--- src/rtl/cpu_pkg.sv ---
// Shared types for the CPU cycle sequencer: phase and interrupt-kind encodings.
package cpu_pkg;

  typedef enum logic [2:0] {
    PH_RESET,
    PH_OPFETCH,
    PH_ADDR,
    PH_EXEC,
    PH_INT,
    PH_WAIT,
    PH_STOP
  } seq_phase_type;

  typedef enum logic [1:0] {
    INT_RESET,
    INT_NMI,
    INT_IRQ
  } int_kind_type;

endpackage

--- src/rtl/cpu_int_latch.sv ---
// NMI falling-edge detector and pending flag; samples every clk, independent of cpu_en.
module cpu_int_latch (
  input  logic clk,
  input  logic reset_n,
  input  logic nmi_n,
  input  logic clr,
  output logic nmi_pend
);

  logic nmi_s_q, nmi_s_d;
  logic pend_q, pend_d;

  // A fresh edge wins over a same-cycle clear so no NMI is lost.
  always_comb begin
    nmi_s_d = nmi_n;
    pend_d  = (nmi_s_q & ~nmi_n) | (pend_q & ~clr);
  end

  always_ff @(posedge clk or negedge reset_n) begin
    if (!reset_n) begin
      nmi_s_q <= 1'b1;
      pend_q  <= 1'b0;
    end else begin
      nmi_s_q <= nmi_s_d;
      pend_q  <= pend_d;
    end
  end

  assign nmi_pend = pend_q;

endmodule

--- src/rtl/cpu_sequencer.sv ---
// CPU cycle sequencer: walks RESET/OPFETCH/ADDR/EXEC/INT/WAIT/STOP phases with a
// saturating step counter and NMI/IRQ arbitration at opcode fetch.
module cpu_sequencer
  import cpu_pkg::*;
#(
  parameter int STEP_W = 4
) (
  input  logic              clk,
  input  logic              reset_n,
  input  logic              cpu_en,
  input  logic [7:0]        mem_rdata,
  input  logic              addr_none,
  input  logic              addr_last,
  input  logic              exec_last,
  input  logic              int_last,
  input  logic              wai_op,
  input  logic              stp_op,
  input  logic              nmi_n,
  input  logic              irq_n,
  input  logic              p_i,
  output seq_phase_type     phase,
  output logic [STEP_W-1:0] step,
  output logic [7:0]        opcode,
  output logic              irq_req,
  output int_kind_type      int_kind,
  output logic              seq_err
);

  localparam logic [STEP_W-1:0] STEP_MAX = '1;

  seq_phase_type     phase_q, phase_d;
  logic [STEP_W-1:0] step_q, step_d, step_sat;
  logic [7:0]        opcode_q, opcode_d;
  int_kind_type      int_kind_q, int_kind_d;
  logic              seq_err_q, seq_err_d;
  logic              nmi_pend, nmi_clr, int_pend, step_ovf;

  cpu_int_latch u_int_latch (
    .clk      (clk),
    .reset_n  (reset_n),
    .nmi_n    (nmi_n),
    .clr      (nmi_clr),
    .nmi_pend (nmi_pend)
  );

  assign int_pend = nmi_pend | (~irq_n & ~p_i);
  assign step_ovf = (step_q == STEP_MAX);
  assign step_sat = step_ovf ? step_q : step_q + STEP_W'(1);

  always_comb begin
    phase_d    = phase_q;
    step_d     = step_q;
    opcode_d   = opcode_q;
    int_kind_d = int_kind_q;
    seq_err_d  = seq_err_q;
    nmi_clr    = 1'b0;
    if (cpu_en) begin
      unique case (phase_q)
        PH_RESET: begin
          phase_d    = PH_INT;
          step_d     = '0;
          int_kind_d = INT_RESET;
        end
        PH_OPFETCH: begin
          step_d = '0;
          if (int_pend) begin
            phase_d    = PH_INT;
            int_kind_d = nmi_pend ? INT_NMI : INT_IRQ;
            nmi_clr    = nmi_pend;
          end else begin
            opcode_d = mem_rdata;
            phase_d  = addr_none ? PH_EXEC : PH_ADDR;
          end
        end
        PH_ADDR: begin
          if (addr_last) begin
            phase_d = PH_EXEC;
            step_d  = '0;
          end else begin
            step_d    = step_sat;
            seq_err_d = seq_err_q | step_ovf;
          end
        end
        PH_EXEC: begin
          if (exec_last) begin
            phase_d = stp_op ? PH_STOP : (wai_op ? PH_WAIT : PH_OPFETCH);
            step_d  = '0;
          end else begin
            step_d    = step_sat;
            seq_err_d = seq_err_q | step_ovf;
          end
        end
        PH_INT: begin
          if (int_last) begin
            phase_d = PH_OPFETCH;
            step_d  = '0;
          end else begin
            step_d    = step_sat;
            seq_err_d = seq_err_q | step_ovf;
          end
        end
        // IRQ wakes from WAIT even when masked; the fetch then decides whether to take it.
        PH_WAIT: if (nmi_pend | ~irq_n) phase_d = PH_OPFETCH;
        PH_STOP: phase_d = PH_STOP;
        default: begin
          phase_d = PH_RESET;
          step_d  = '0;
        end
      endcase
    end
  end

  always_ff @(posedge clk or negedge reset_n) begin
    if (!reset_n) begin
      phase_q    <= PH_RESET;
      step_q     <= '0;
      opcode_q   <= 8'h00;
      int_kind_q <= INT_RESET;
      seq_err_q  <= 1'b0;
    end else begin
      phase_q    <= phase_d;
      step_q     <= step_d;
      opcode_q   <= opcode_d;
      int_kind_q <= int_kind_d;
      seq_err_q  <= seq_err_d;
    end
  end

  assign phase    = phase_q;
  assign step     = step_q;
  assign opcode   = (phase_q == PH_OPFETCH) ? mem_rdata : opcode_q;
  assign irq_req  = int_pend | ((phase_q == PH_WAIT) & ~irq_n);
  assign int_kind = int_kind_q;
  assign seq_err  = seq_err_q;

endmodule

--- config.mk ---
export PLATFORM = sky130hd
export DESIGN_NAME = cpu_sequencer
export DESIGN_NICKNAME = d
export VERILOG_FILES = /design/src/rtl/cpu_pkg.sv /design/src/rtl/cpu_int_latch.sv /design/src/rtl/cpu_sequencer.sv
export SDC_FILE = /design/constraint.sdc
export NUM_CORES = 1
export LEC_CHECK = 0
export BUFFER_PORTS_ARGS = -buffer_cell sky130_fd_sc_hd__buf_2
export CORE_UTILIZATION = 51
export CTS_BUF_LIST = sky130_fd_sc_hd__clkbuf_8
export CTS_CLUSTER_DIAMETER = 60
export DETAILED_ROUTE_END_ITERATION = 6
export PLACE_DENSITY = 0.92
export SLEW_MARGIN = 40
export SYNTH_ARGS = -nofsm -noshare
export SYNTH_HDL_FRONTEND = slang
export SYNTH_SLANG_ARGS = --single-unit
--- constraint.sdc ---
create_clock -name clk -period 1.9 [get_ports clk]
set_input_delay 0.095 -clock clk [delete_from_list [all_inputs] [get_ports clk]]
set_output_delay 0.095 -clock clk [all_outputs]
set_load 0.05 [all_outputs]
==> run metrics <==
outcome finished, final reports clean; vias 933; Reg2Reg Depth 4; Detail Route Antenna Nets 0; gp weighted congestion approximately 0.9; Arrival @ worst endpoint around 1700 ps; Via density between 5 and 6; xor and xnor area share after synthesis 0.757%; final setup fails 0; Final Util 71.8%; Cell variety after synth 38; Worst Path Required 1800 ps; Die ar. ~0.0025 sq mm; total grt overflow 0; gr usage total between 20% and 30%; FF-to-FF Start phase[2]; DRC viols 0; clk sinks 20; Buffers on Ports 38; Hold Fails Final Rpt 0; Slew Limit Fails 0; # IOs 39; P_leak around 0.72 nW; die height 49.6 um; Nets 164; Mean Syn Cell Area around 12 sq um; DP Wirelength between 1.5 and 2 mm; worst reg2reg endpoint opcode_q[6]; Post-Route Skew about 12 ps; crit-path cells nor3b_4 -> buf_6 -> mux2_2 -> buf_2; post-synthesis register bit count 20; CP max stage cell dfrtp_1; Final min period roughly 1800 ps; maximum clock insertion buffer count 2; Yosys Warn Count 0; Post-Syn Area about 0.0012 sq mm; Worst Hold Launch mem_rdata[1]; initial antenna violation count 0; Num CTS Buffers 3; Startpoint Class flip-flop; power per cell area 2010 mW/mm^2; area grow syn2layout 26.7%; post-placement cell count approximately 160; Post-synth EDFFs 0; CTS tree built; largest net degree at the start of global routing 21; hold crit path type input port to flip-flop; CP Capture Type output pin; Cell Count, Final, Fillers Out approximately 170; syn_nets 120; Root Driver clkbuf_8; total power draw 2.94 mW; Final period util 96.5%; Core ar. approximately 0.0020 sq mm; Post-CTS Setup Repair Bufs 0; Max Cap Viol 0; fmax 546 MHz; Slew @ Worst Pin roughly 480 ps; Worst slew margin around two thirds; layout cells sized above 1 50.7%; total iterations of the first detailed-routing run 4; Worst-Skew Late Latency roughly 270 ps; first-pass GRT wire length between 4 and 5 mm; largest family of logic cells by synthesized area multiplexers; H-Tree Depth 1; post-synthesis sequential area ratio between 40% and 50%; hold path endpoint opcode_q[1]; prevailing post-synth register cell dfrtp_1; mux cell area share after synthesis between 20% and 30%; vias in the first global route between 900 and 1k; Hold Path Cell Cnt 2; crit path kind flip-flop to output pin; Die Width about 50 um; First DRT Iteration DRCs 19; simple-gate share of the synthesized area a little over an eighth; Syn Inst Count between 90 and 100; post-synthesis adder-cell area fraction under 10%; Post-synth ARST share between 90% and 100%; compound-gate portion of the synthesized area between 10% and 20%; CP Max Fanout 9; r2r setup slk 220 ps; row cnt 16; initial core utilization 56.7%; Antenna diodes 0; clock slew at reported path FFs approximately 80 ps; worst vdd ir 1.43 mV; Worst Path Buf+Inv 2; CP delay by family, top flip-flops; Routed WL per cell ~16 um; CP max stage delay 490 ps; Routed WL around 2.7 mm
-- synth_stat cells (2+ instances only) --
cell type	number	share of area, %
mux2_2	9	8.8
a22oi_1	2	1.3
dfrtp_1	19	41
o21a_1	2	1.3
nor3b_1	3	1.9
mux2_4	8	10
nor2_1	5	1.6
buf_6	3	2.9
a21oi_1	5	2.2
nand2_1	5	1.6
o21ai_0	4	1.7
nor3b_2	2	2.2
nand3_1	2	0.86
or2_2	2	1.1
inv_1	4	1.3
mux2i_1	2	1.7
-- flip-flops by register name (all words and copies together) (netlist names) --
name,cells
seq_err,1
int_kind,2
u_int_latch.nmi_s_q,1
opcode_q,8
u_int_latch.nmi_pend,1
phase,3
step,4
-- kinds of logic (layout without fill, tap and decap cells) --
logic type               count (synthesis)  count (layout)
AO/OA/AOI/OAI                           25              25
flip-flops                              20              20
multiplexers                            19              19
adder cells (fa/ha/maj)                  1               1
buffers and inverters                    8              51
XOR/XNOR                                 1               1
AND/OR/NAND/NOR                         25              25
-- metrics by stage --
step | worst slack, ps | hold WS [ps] | area (sq um) | setup TNS, ps
after global routing | -9.55 | 68.6 | 1470 | -10.4
after global placement | 337 | 50.2 | 1360 | 0
final | 67.1 | 62.5 | 1470 | 0
after CTS | 15.2 | 56.7 | 1450 | 0
after floorplan | 31.7 | -201 | 1160 | 0
after detailed placement | 240 | 72.1 | 1360 | 0
-- cell type report --
cell class | instances | area (sq um)
fillers | 170 | 576
repair buffers | 43 | 236
multi-input cells | 71 | 606
well taps | 27 | 33.8
flip-flops and latches | 20 | 504
inverters | 4 | 15.0
clock buffers | 3 | 41.3
clock inverters | 1 | 30.0
-- worst max-delay path by stage --
| stage | slack (ps) | from | to | cells after the start |
|---|---|---|---|---|
| 6_report | 70 | phase[2] | opcode[2] | 4 |
| 5_1_grt | -10 | phase[2] | opcode[2] | 4 |
| 4_1_cts | 20 | phase[2] | opcode[2] | 4 |
| 3_3_place_gp | 340 | phase[1] | opcode_q[5] | 4 |
| 3_5_place_dp | 240 | phase[1] | opcode_q[7] | 4 |
| 2_1_floorplan | 30 | phase[1] | opcode_q[0] | 6 |
-- timing repair --
item                                   in CTS  in global routing
endpoints found under the hold margin      20                  0
hold buffers                                2                  0
setup endpoints to repair                   0                  8
gates resized for setup                     0                  4
-- worst reg2reg max path, cell delays in order (launching register included) --
cell	delay, ps
dfrtp_1	490
nor3b_4	260
and4b_1	280
buf_4	230
mux2_4	310
-- metal layers --
metal / track usage [%] / part of all wire, % / wire length, um
met1: 28.1 / 40 / 1050
met2: 46.2 / 55 / 1450
met4: 8.10 / 1.1 / 30
met5: 0 / 0 / 0
met3: 7.10 / 4.5 / 120
-- power breakdown --
group	switching (mW)	internal [mW]
registers	0.180	0.588
logic	1.12	0.626
clock network	0.149	0.281
total	1.45	1.49
-- cell usage in the layout (no fill, tap or decap), drive strengths merged, types with 2 or more instances in the layout --
cell	count
buf	41
dfrtp	19
mux2	17
a21oi	6
nand2	5
nor2	5
o21ai	5
nor3b	5
inv	4
clkbuf	3
a22oi	3
or2	2
mux2i	2
nand3	2
o21a	2
dlygate4sd3	2
No activity file was read; power rests on OpenSTA's default activity.
